--- src/rtl/nes_pad_reader_if.sv ---
// Host-side and pad-side signals of the NES pad reader.
//   enable        - periodic polling active
//   poll_now      - single-cycle request for an immediate poll
//   pad_data      - serial data from the pad, active-low, asynchronous
//   pad_latch     - parallel-load strobe to the pad, active-high
//   pad_clk       - shift clock to the pad, idles high
//   buttons       - last completed sample, 1 = pressed
//   buttons_valid - one-cycle pulse when buttons is updated
//   busy          - poll in progress
// master: the host/pad side. slave: the reader.
interface nes_pad_reader_if;
  logic       enable;
  logic       poll_now;
  logic       pad_data;
  logic       pad_latch;
  logic       pad_clk;
  logic [7:0] buttons;
  logic       buttons_valid;
  logic       busy;

  modport master (
    output enable, poll_now, pad_data,
    input  pad_latch, pad_clk, buttons, buttons_valid, busy
  );

  modport slave (
    input  enable, poll_now, pad_data,
    output pad_latch, pad_clk, buttons, buttons_valid, busy
  );
endinterface

--- src/rtl/nes_pad_reader.sv ---
// Reader for a 4021-based NES controller. It pulses pad_latch, clocks the
// remaining seven buttons out with pad_clk and publishes the eight button
// states (1 = pressed) on buttons with a one-cycle buttons_valid pulse.
// Ports:
//   clk - system clock
//   rst - asynchronous, active-low reset
//   bus - nes_pad_reader_if.slave (enable, poll_now, pad_data in;
//         pad_latch, pad_clk, buttons, buttons_valid, busy out)
// Bit order of buttons: [0]=A [1]=B [2]=Select [3]=Start [4]=Up [5]=Down
// [6]=Left [7]=Right.
module nes_pad_reader #(
  parameter int unsigned HALF_PERIOD  = 300,
  parameter int unsigned LATCH_CYCLES = 600,
  parameter int unsigned POLL_CYCLES  = 833333
) (
  input logic             clk,
  input logic             rst,
  nes_pad_reader_if.slave bus
);

  localparam int unsigned PhaseMax = (HALF_PERIOD > LATCH_CYCLES) ? HALF_PERIOD : LATCH_CYCLES;
  localparam int unsigned PW       = $clog2(PhaseMax + 1);
  localparam int unsigned TW       = $clog2(POLL_CYCLES + 1);

  typedef enum logic [2:0] {StIdle, StLatch, StLgap, StClkLo, StClkHi, StDone} state_e;

  state_e          state_q;
  logic [TW-1:0]   timer_q;
  logic [PW-1:0]   phase_q;
  logic [2:0]      bit_idx_q;
  logic [6:0]      shift_q;
  logic [1:0]      sync_q;
  logic            latch_q;
  logic            pclk_q;
  logic [7:0]      buttons_q;
  logic            valid_q;
  logic            busy_q;

  logic pressed;
  logic last_half;
  logic last_latch;
  logic timer_done;

  // Pad data is active-low; a pulled-up (disconnected) line reads as released.
  assign pressed    = ~sync_q[1];
  assign last_half  = (phase_q == PW'(HALF_PERIOD - 1));
  assign last_latch = (phase_q == PW'(LATCH_CYCLES - 1));
  assign timer_done = (timer_q == TW'(POLL_CYCLES - 1));

  always_ff @(posedge clk or negedge rst) begin
    if (!rst) begin
      state_q   <= StIdle;
      timer_q   <= '0;
      phase_q   <= '0;
      bit_idx_q <= '0;
      shift_q   <= '0;
      sync_q    <= 2'b11;
      latch_q   <= 1'b0;
      pclk_q    <= 1'b1;
      buttons_q <= '0;
      valid_q   <= 1'b0;
      busy_q    <= 1'b0;
    end else begin
      sync_q  <= {sync_q[0], bus.pad_data};
      valid_q <= 1'b0;
      unique case (state_q)
        StIdle: begin
          if (bus.poll_now || (bus.enable && timer_done)) begin
            state_q <= StLatch;
            latch_q <= 1'b1;
            busy_q  <= 1'b1;
            timer_q <= '0;
            phase_q <= '0;
          end else if (bus.enable) begin
            timer_q <= timer_q + 1'b1;
          end else begin
            timer_q <= '0;
          end
        end
        StLatch: begin
          if (last_latch) begin
            state_q <= StLgap;
            latch_q <= 1'b0;
            phase_q <= '0;
          end else begin
            phase_q <= phase_q + 1'b1;
          end
        end
        StLgap: begin
          if (last_half) begin
            // Button A is presented by the pad as soon as it is latched.
            shift_q   <= {pressed, shift_q[6:1]};
            state_q   <= StClkLo;
            pclk_q    <= 1'b0;
            phase_q   <= '0;
            bit_idx_q <= 3'd1;
          end else begin
            phase_q <= phase_q + 1'b1;
          end
        end
        StClkLo: begin
          if (last_half) begin
            state_q <= StClkHi;
            pclk_q  <= 1'b1;
            phase_q <= '0;
          end else begin
            phase_q <= phase_q + 1'b1;
          end
        end
        StClkHi: begin
          if (last_half) begin
            phase_q <= '0;
            if (bit_idx_q == 3'd7) begin
              // Publish the whole byte at once so a partial sample is never seen.
              state_q   <= StDone;
              buttons_q <= {pressed, shift_q};
              valid_q   <= 1'b1;
            end else begin
              shift_q   <= {pressed, shift_q[6:1]};
              bit_idx_q <= bit_idx_q + 3'd1;
              state_q   <= StClkLo;
              pclk_q    <= 1'b0;
            end
          end else begin
            phase_q <= phase_q + 1'b1;
          end
        end
        StDone: begin
          state_q   <= StIdle;
          busy_q    <= 1'b0;
          bit_idx_q <= '0;
          timer_q   <= '0;
        end
        default: state_q <= StIdle;
      endcase
    end
  end

  assign bus.pad_latch     = latch_q;
  assign bus.pad_clk       = pclk_q;
  assign bus.buttons       = buttons_q;
  assign bus.buttons_valid = valid_q;
  assign bus.busy          = busy_q;

endmodule

--- src/flat_wrapper.sv ---
// flat-port wrapper written by rule: the top's interface ports become plain ports
module nes_pad_reader_flat 
#(
  parameter int unsigned HALF_PERIOD  = 300,
  parameter int unsigned LATCH_CYCLES = 600,
  parameter int unsigned POLL_CYCLES  = 833333
)
  (clk, rst, bus_enable, bus_poll_now, bus_pad_data, bus_pad_latch, bus_pad_clk, bus_buttons, bus_buttons_valid, bus_busy);
  nes_pad_reader_if bus_i ();
  input logic clk;
  input logic rst;
  input wire logic [$bits(bus_i.enable)-1:0] bus_enable;
  input wire logic [$bits(bus_i.poll_now)-1:0] bus_poll_now;
  input wire logic [$bits(bus_i.pad_data)-1:0] bus_pad_data;
  output wire logic [$bits(bus_i.pad_latch)-1:0] bus_pad_latch;
  output wire logic [$bits(bus_i.pad_clk)-1:0] bus_pad_clk;
  output wire logic [$bits(bus_i.buttons)-1:0] bus_buttons;
  output wire logic [$bits(bus_i.buttons_valid)-1:0] bus_buttons_valid;
  output wire logic [$bits(bus_i.busy)-1:0] bus_busy;
  assign bus_i.enable = bus_enable;
  assign bus_i.poll_now = bus_poll_now;
  assign bus_i.pad_data = bus_pad_data;
  assign bus_pad_latch = bus_i.pad_latch;
  assign bus_pad_clk = bus_i.pad_clk;
  assign bus_buttons = bus_i.buttons;
  assign bus_buttons_valid = bus_i.buttons_valid;
  assign bus_busy = bus_i.busy;
  nes_pad_reader #(.HALF_PERIOD(HALF_PERIOD), .LATCH_CYCLES(LATCH_CYCLES), .POLL_CYCLES(POLL_CYCLES)) u_core (.clk(clk), .rst(rst), .bus(bus_i));
endmodule
--- config.mk ---
export PLATFORM = sky130hd
export DESIGN_NAME = nes_pad_reader_flat
export DESIGN_NICKNAME = d
export VERILOG_FILES = /design/src/rtl/nes_pad_reader_if.sv /design/src/rtl/nes_pad_reader.sv /design/src/flat_wrapper.sv
export SDC_FILE = /design/constraint.sdc
export NUM_CORES = 1
export LEC_CHECK = 0
export CAP_MARGIN = 20
export CORE_UTILIZATION = 57
export CTS_CLUSTER_DIAMETER = 100
export DETAILED_ROUTE_END_ITERATION = 6
export DONT_BUFFER_PORTS = 1
export PLACE_DENSITY = 0.72
export SYNTH_ARGS = -nofsm -noshare
export SYNTH_HDL_FRONTEND = slang
export SYNTH_SLANG_ARGS = --single-unit
--- constraint.sdc ---
create_clock -name clk -period 3.8 [get_ports clk]
set_clock_uncertainty 0.2 [all_clocks]
set_input_delay 0.95 -clock clk [delete_from_list [all_inputs] [get_ports clk]]
set_output_delay 0.95 -clock clk [all_outputs]
set_load 0.05 [all_outputs]
# == Word-level counts from Yosys, hierarchy flattened ==
# Index checks and enable logic that the tools add are counted.
# word_totals
elab_cells,82
reg_bits,57
latchBits,0
memories,0
ram_bits,0
romBits,0
input_bits,5
# classes
order_cmp,0
div,0
muxes,34
addsub,3
n_eq_ne,15
shifts,0
n_mul,0
n_bitwise,1
n_reduce_logical,18
# op_table
op,count
2-to-1 mux 20 bit,2
case mux 20 bit (2 select lines),1
2-to-1 mux 10 bit,3
case mux 10 bit (3 select lines),1
2-to-1 mux 3 bit,9
2-to-1 mux 7 bit,3
adder 20 x 1 -> 20 bit (second input constant),1
equality test 20 bit (second input constant),1
case mux 3 bit (5 select lines),1
case mux 7 bit (2 select lines),1
adder 10 x 1 -> 10 bit (second input constant),1
equality test 10 bit (second input constant),1
equality test 10 x 9 -> 1 bit (second input constant),1
inequality test 2 x 1 -> 1 bit (second input constant),5
AND reduction 5 bit,2
equality test 3 bit (second input constant),3
2-to-1 mux 1 bit,9
case mux 3 bit (3 select lines),1
nonzero test 3 bit,3
AND reduction 4 bit,2
equality test 3 x 2 -> 1 bit (second input constant),2
AND reduction 3 bit,2
nonzero test 2 bit,3
case mux 1 bit (2 select lines),2
10 further kinds,11

# == Depth between registers and ports, before layout ==
# Gate-level depths: netlist (run 1).
# depth
ltp_word,5
mapped_depth,9
ltp_nobuf,7

# == Worst setup path after synthesis (run 1) ==
# No wires, ideal clock.
# synth_timing
path_type,input port to flip-flop
start,in bus_enable
end,reg u_core.phase_q[7]
required_time_ns,3.474
arrival_ns,1.912
setup_slack_ns,1.562
n_path_buf,0
cell_stages,5
setup_ns,0.126
path_cell_list,nand4_1 -> nor3_4 -> a21oi_2 -> a21bo_2 -> a221o_1
# synth_between
elab_chain_cells,4
# synth_lines
item,line_no,text
from (decl),flat_wrapper.sv:12,input wire logic [$bits(bus_i.enable)-1:0] bus_enable;
logical AND 1 bit,nes_pad_reader.sv:68,if (bus.poll_now || (bus.enable && timer_done)) begin
logical OR 1 bit,nes_pad_reader.sv:68,
inequality test 2 x 1 -> 1 bit (no source line),n/a,
AND reduction 2 bit (no source line),n/a,
to (signal assigned),nes_pad_reader.sv:86,phase_q <= phase_q + 1'b1;
to (signal assigned),nes_pad_reader.sv:98,phase_q <= phase_q + 1'b1;
to (signal assigned),nes_pad_reader.sv:107,phase_q <= phase_q + 1'b1;
to (decl),nes_pad_reader.sv:29,logic [PW-1:0] phase_q;
# Every way passes these cells.
# A chain may end at the register's enable or synchronous reset.

# == Worst setup path in the final report (run 1) ==
# layout_timing
start,reg u_core.timer_q[9]
end,reg u_core.phase_q[6]
# layout_between
elab_chain_cells,5
# layout_lines
item,line_no,text
from (decl),nes_pad_reader.sv:28,logic [TW-1:0] timer_q;
from (signal assigned),nes_pad_reader.sv:75,timer_q <= timer_q + 1'b1;
equality test 20 bit,nes_pad_reader.sv:48,assign timer_done = (timer_q == TW'(POLL_CYCLES - 1));
logical AND 1 bit,nes_pad_reader.sv:68,
logical OR 1 bit,nes_pad_reader.sv:68,
inequality test 2 x 1 -> 1 bit (no source line),n/a,
AND reduction 2 bit (no source line),n/a,
# Every way passes these cells.

==> metrics, run 1 <==
# rows 26; share of layout cells above drive strength 1 between 10% and 20%; Slew Limit Fails 0; WL/cell between 15 and 20 um; largest net degree at the start of global routing between 50 and 60; Fillers 425; Max VDD drop 0.202 mV; port buffer count 0; Power Dens Cells roughly 370 nW/um^2; slew of the pin with the lowest slew margin between 0.8 and 0.9 ns; leakage power figure 0.00140 uW; setup violators final 0; register area share after synthesis 47.4%; endpoints failing hold 0; clk_lat worst skew about 0.34 ns; P_sw roughly 270 uW; RD Place Congestion ~0.79; switching part of the total 22.8%; antenna-violating nets left 0; area grow syn2layout 7.67%; total iterations of the first detailed-routing run 5; nets 312; Iteration-0 DRC Markers between 80 and 90; Crit Path Max Fanout 8; Final min period between 2 and 3 ns; RSZ-0062 raised after global routing false; Global Route Usage Sum 22.6%; Hold-fix buffers, CTS 0; Post-CTS Setup Bufs 0; Starting Density 59.1%; DRC 0; Mean Syn Cell Area between 9 and 10 sq um; Longest Clk Path Bufs 2; Setup CP Type reg2reg; area of the core slightly above 5000 sq um; worst hold margin about 0.1 ns; most common library cell in the layout ignoring fill and taps dfrtp_1; combinational share of power 0.1%; CP required ~3.8 ns; total grt overflow 0; max frequency approximately 380 MHz; Netlist cell types 56; worst r2r src u_core.timer_q[9]; first-pass GRT wire length 9360 um; flops & latches, synth 57; post-CTS sizing 0; Post-synth EDFFs 0; total of max-cap violations 0; Reg power frac about half; final setup margin about 1.2 ns; CTS Buf Count 9; Arrival @ worst endpoint around 2.6 ns; Worst Setup Start Kind flip-flop; Tightest Hold Check Type in2async; die height between 70 and 80 um; Yosys warnings 0; placed inst area between 3000 and 4000 sq um; Cells after Synth 302; vias in the first global route about 2,000; CTS clk-pin slew, worst paths around 0.08 ns; via count of the routed design around 2,300; # H-tree levels 3; Die X about 75 um; top-level port count 17; R2R Setup Slk between 1 and 1.5 ns; Final Cycle Share roughly 69%; pre-CTS setup slack 1.13 ns; mapped cell area between 3000 and 4000 sq um; CTS Root Cell clkbuf_8; vias per cell 6.15; commonest non-fill, non-tap cells in the layout dfrtp_1, o21ai_0, nand2_1; crit path from u_core.timer_q[9]; Post-Route Setup TNS 0 ns; final wirelength roughly 6000 um; die area approximately 5600 sq um; Main synth FF type dfrtp_1; critical path capture point type flip-flop; hpwl dp just over 4000 um; FFs w/ async S/R, synth between 90% and 100%; Int Power between 900 and 1000 uW; Synthesized Nets ~310; Clock Sinks 57; TritonCTS clock tree built; ANT cells 0; initial antenna violation count 0; design area 3250 sq um; clock share of power between 40% and 50%; Slew HR a little under half; status complete, no violations
state kept, by name, summed over array words and instances, names as in the netlist, 2 cells and up:
| register | flops |
|---|---|
| u_core.timer_q | 20 |
| u_core.phase_q | 10 |
| u_core.bus.buttons | 8 |
| u_core.shift_q | 7 |
| u_core.bit_idx_q | 3 |
| u_core.state_q | 3 |
| u_core.sync_q | 2 |
kinds of logic (layout without fill, tap and decap cells):
kind of cell	Yosys count	count (layout)	share of synthesized area [%]
AOI/OAI and AO/OA	74	74	16.0
xor gates and xnor gates	3	3	0.870
adders and majority gates	5	5	2.07
buffers and inverters	23	28	3.85
DFF	57	57	47.4
muxes	17	17	6.22
and+or+nand+nor	123	123	23.7
area by class of cell:
type | count | area, sq um | share of cell area [%]
Clock inverter | 7 | 78.8 | 2.42
Multi-Input combinational cell | 222 | 1480 | 45.4
Clock buffer | 9 | 124 | 3.81
Sequential cell | 57 | 1430 | 44.0
Inverter | 10 | 37.5 | 1.15
Timing Repair Buffer | 2 | 16.3 | 0.500
Tap cell | 70 | 87.6 | 2.69
worst paths after layout:
path,endpoint,cells after the start
max,u_core.phase_q[6],5
min,u_core.state_q[0],0
max reg2reg,u_core.phase_q[6],5
min reg2reg,u_core.sync_q[1],0
max in group asynchronous,u_core.sync_q[0],0
min in group clk,u_core.sync_q[1],0
critical path: stages, from the launching register on:
cell	delay, ns
dfrtp_1	0.48
nand4_1	0.15
nor4_1	0.58
a21oi_2	0.21
a21boi_0	0.69
a31oi_1	0.17
through the flow:
stage / total power [uW] / utilization [%] / instances
finish: 1190 / 63.6 / 377
global placement: 622 / 59.4 / 359
detailed placement: 622 / 59.6 / 360
floorplan: 622 / - / 302
global route: 1220 / 63.6 / 377
CTS: 1200 / 63.5 / 376
synth_stat cells (2+ instances only):
master	instances	area share, %
nand3_1	18	3.0
dfrtp_1	54	45
o31ai_1	2	0.50
nor4_1	3	0.62
and4_1	3	0.87
and3_1	8	1.7
clkbuf_1	5	0.62
mux2i_1	3	0.99
a31oi_1	13	2.7
a41oi_1	3	0.87
nor2_1	22	2.7
a221o_1	6	2.0
a32o_1	2	0.66
nor3_1	6	0.99
ha_1	5	2.1
and2_1	3	0.62
dfstp_2	3	2.6
buf_2	2	0.33
nand3b_1	3	0.75
inv_1	10	1.2
xnor2_1	3	0.87
o21ai_0	24	4.0
nor2b_1	3	0.62
nand2b_1	5	1.0
mux2_2	14	5.2
a21oi_1	13	2.2
or4b_4	2	0.91
nand2_1	23	2.9
buf_6	3	1.1
a21boi_0	2	0.50
nand4_1	9	1.9
and3_2	3	0.75
layer usage:
layer	global-route usage, %	routed length [um]	vias up
li1	-	-	1130
met1	30.6	2830	1129
met2	34.1	2790	50
met3	5.09	253	9
met4	11.3	110	0
met5	0	0	-
power groups by stage:
stage | Sequential (uW) | Clock (uW) | Combinational (uW)
2_1_floorplan | 620 | 0 | 1.44
3_3_place_gp | 620 | 0 | 1.77
3_5_place_dp | 621 | 0 | 1.76
4_1_cts | 609 | 589 | 1.77
5_1_grt | 609 | 612 | 1.93
6_report | 609 | 577 | 1.74
No activity file was read; power rests on OpenSTA's default activity.
==> inputs of run 2 (changes only) <==
--- a/config.mk
+++ b/config.mk
@@ -5,12 +5,13 @@
 export SDC_FILE = /design/constraint.sdc
 export NUM_CORES = 1
 export LEC_CHECK = 0
+export ABC_AREA = 1
 export CAP_MARGIN = 20
 export CORE_UTILIZATION = 57
 export CTS_CLUSTER_DIAMETER = 100
 export DETAILED_ROUTE_END_ITERATION = 6
 export DONT_BUFFER_PORTS = 1
-export PLACE_DENSITY = 0.72
+export PLACE_DENSITY = 0.75
 export SYNTH_ARGS = -nofsm -noshare
 export SYNTH_HDL_FRONTEND = slang
 export SYNTH_SLANG_ARGS = --single-unit
==> constraint.sdc (replaced) <==
create_clock -name clk -period 2.4 [get_ports clk]
set_clock_uncertainty 0.2 [all_clocks]
set_input_delay 0.6 -clock clk [delete_from_list [all_inputs] [get_ports clk]]
set_output_delay 0.6 -clock clk [all_outputs]
set_load 0.05 [all_outputs]
==> run 2 against run 1 <==
Area after synthesis increased by 13%. Sequential power up 58%. Worst setup slack lost 0.88 ns. Die area is 12% higher. Fmax rose by 25%. Cell area up 13%. Critical endpoint is now u_core.bus.buttons[2].
==> metrics, run 2 <==
slew of the pin with the lowest slew margin 0.620 ns (was 0.819 ns); Power Total 1800 uW (was 1190 uW); die height 79.3 um (was 74.8 um); dominant cell type by area after synthesis dfrtp_1 (unchanged); Tightest Hold Check Type in2reg (was in2async); Iteration-0 DRC Markers 147 (was 87); P_sw 423 uW (was 271 uW); CP required 2.42 ns (was 3.79 ns); Global Route Usage Sum 24.5% (was 22.6%); antenna-violating nets left 0 (unchanged); R2R Setup Slk 0.30 ns (was 1.18 ns); top cells by area, synth dfrtp_1, nand2_1, nor2_1 (was dfrtp_1, mux2_2, o21ai_0); clk_lat worst skew 0.34 ns (about the same); max frequency 476 MHz (was 382 MHz); Slew Limit Fails 0 (unchanged); initial antenna violation count 0 (unchanged); top-level port count 17 (unchanged); Int Power 1370 uW (was 917 uW); worst r2r src u_core.phase_q[0] (was u_core.timer_q[9]); Clock Sinks 57 (unchanged); Power Dens Cells 487 nW/um^2 (was 365 nW/um^2); Starting Density 60.3% (was 59.1%); RSZ-0062 raised after global routing false (unchanged); combinational share of power 1.5% (was 0.1%); CTS Root Cell clkbuf_8 (unchanged); Mean Syn Cell Area 7.33 sq um (was 10.0 sq um); Cells after Synth 464 (was 302); Final Cycle Share 87.6% (was 69.0%); R2R Path End u_core.bus.buttons[2] (was u_core.phase_q[6]); vias per cell 5.18 (was 6.15); FFs w/ async S/R, synth 100% (unchanged); switching part of the total 23.6% (was 22.8%); flops & latches, synth 57 (unchanged); Worst Hold End u_core.sync_q[0]; setup violators final 0 (unchanged); Final min period 2.10 ns (was 2.62 ns); total iterations of the first detailed-routing run 4 (was 5); Post-CTS Setup Bufs 0 (unchanged); first-pass GRT wire length 11,700 um (was 9360 um); Netlist cell types 32 (was 56); area grow syn2layout 8.31% (was 7.67%); hpwl dp 4890 um (was 4070 um); reg2reg path depth 6 (was 5); DRC 0 (unchanged); final wirelength 6910 um (was 5980 um); WL/cell 12.6 um (was 15.9 um); RD Place Congestion 0.898 (was 0.792); Synthesized Nets 474 (was 312); leakage power figure 0.00203 uW (was 0.00140 uW); Crit Path Max Fanout 16 (was 8); via count of the routed design 2,842 (was 2,318); crit path from u_core.phase_q[0] (was u_core.timer_q[9]); Max VDD drop 0.399 mV (was 0.202 mV); area of the core 5640 sq um (was 5110 sq um); worst hold margin 0.0601 ns (was 0.0986 ns); CTS clk-pin slew, worst paths 0.08 ns (about the same); port buffer count 0 (unchanged); mapped cell area 3400 sq um (was 3020 sq um); Hold Path Origin bus_pad_data; Main synth FF type dfrtp_1 (unchanged); die area 6280 sq um (was 5590 sq um); total grt overflow 0 (unchanged); Longest Clk Path Bufs 2 (unchanged); Most flops, register u_core.timer_q (unchanged); register area 1430 sq um (unchanged); # H-tree levels 3 (unchanged); most common library cell in the layout ignoring fill and taps nand2_1 (was dfrtp_1); Arrival @ worst endpoint 2.13 ns (was 2.61 ns); Setup CP Type reg2reg (unchanged); count leader, synth nand2_1 (was dfrtp_1); Yosys warnings 0 (unchanged); Die X 79.3 um (was 74.8 um); clock share of power 44.8% (was 48.6%); Post-Route Setup TNS 0 ns (unchanged); status complete, no violations (unchanged); # rows 27 (was 26); register area share after synthesis 42.0% (was 47.4%); Worst Hold Depth 0; critical path capture point type flip-flop (unchanged); Worst Setup Start Kind flip-flop (unchanged); ANT cells 0 (unchanged); total of max-cap violations 0 (unchanged); max reg flops 20 (unchanged); Reg power frac 53.7% (was 51.3%); pre-CTS setup slack 0.310 ns (was 1.13 ns); vias in the first global route 2,628 (was 1,993); Multi-input gate area 1700 sq um (was 1480 sq um); nets 482 (was 312); commonest non-fill, non-tap cells in the layout nand2_1, nor2_1, dfrtp_1 (was dfrtp_1, o21ai_0, nand2_1); endpoints failing hold 0 (unchanged); share of layout cells above drive strength 1 14.0% (was 16.0%); top cell type's share of synthesized area 39.7% (was 44.8%); final setup margin 0.298 ns (was 1.18 ns); most frequent cells after synthesis nand2_1, dfrtp_1, nor2_1, inv_1, nand3_1 (was dfrtp_1, o21ai_0, nand2_1, nor2_1, nand3_1); Slew HR 58.6% (was 45.3%); CTS Buf Count 9 (unchanged); Fillers 473 (was 425); Post-synth EDFFs 0 (unchanged); TritonCTS clock tree built (unchanged); largest net degree at the start of global routing 58 (unchanged)
[run 2: layout make-up]
cell class | count | area share [%]
clock buffer | 10 | 3.73
clock inverter | 6 | 1.19
inverter | 57 | 5.84
multi-input combinational | 341 | 46.2
sequential | 57 | 38.8
tap | 72 | 2.44
timing repair buffer | 6 | 1.83
[run 2: cell families after synthesis]
family / after synthesis / share of synthesized area (%)
AOI/OAI and AO/OA: 51 / 9.52
and+or+nand+nor: 270 / 34.8
DFF: 57 / 42.0
xor gates and xnor gates: 15 / 3.86
adders and majority gates: 5 / 1.84
buffers and inverters: 66 / 7.98
[run 2: metrics by stage]
step,instance area [sq um],cells,utilization [%]
after detailed placement,3470,531,61.5
final,3690,549,65.3
after floorplan,3400,464,-
after CTS,3690,549,65.3
after global routing,3690,549,65.3
after global placement,3470,531,61.5
[run 2: critical path, cell delays in order, from the launching register on]
cell	delay, ns
dfrtp_1	0.48
ha_1	0.29
nand2_1	0.12
nor3_4	0.28
nand3_2	0.38
nand2_1	0.19
o21ai_2	0.06
[run 2: repair_timing]
| item | 4_1_cts | 5_1_grt |
|---|---|---|
| resized for setup | 0 | 0 |
| hold endpoints to repair | 57 | 0 |
| hold buffers | 2 | 0 |
[run 2: metal layers]
| layer | wire, um | vias up | global-route usage (%) |
|---|---|---|---|
| met5 | 0 | - | 0 |
| met4 | 204 | 0 | 14.7 |
| met3 | 302 | 21 | 4.37 |
| met2 | 3150 | 50 | 37.8 |
| met1 | 3250 | 1288 | 32.0 |
| li1 | - | 1483 | - |
[run 2: power by group through the flow]
stage	combinational, uW	sequential, uW	clock (uW)
2_1_floorplan	1.02	983	0
3_3_place_gp	1.37	983	0
3_5_place_dp	1.33	983	0
4_1_cts	27.8	964	831
5_1_grt	30.7	964	874
6_report	26.1	965	806
[run 2: worst max path at each step]
| stage | endpoint |
|---|---|
| 6_report | u_core.bus.buttons[2] |
| 2_1_floorplan | u_core.bus.buttons[5] |
| 4_1_cts | u_core.bus.buttons[2] |
| 3_5_place_dp | u_core.bus.buttons[2] |
| 5_1_grt | u_core.bus.buttons[0] |
| 3_3_place_gp | u_core.bus.buttons[4] |
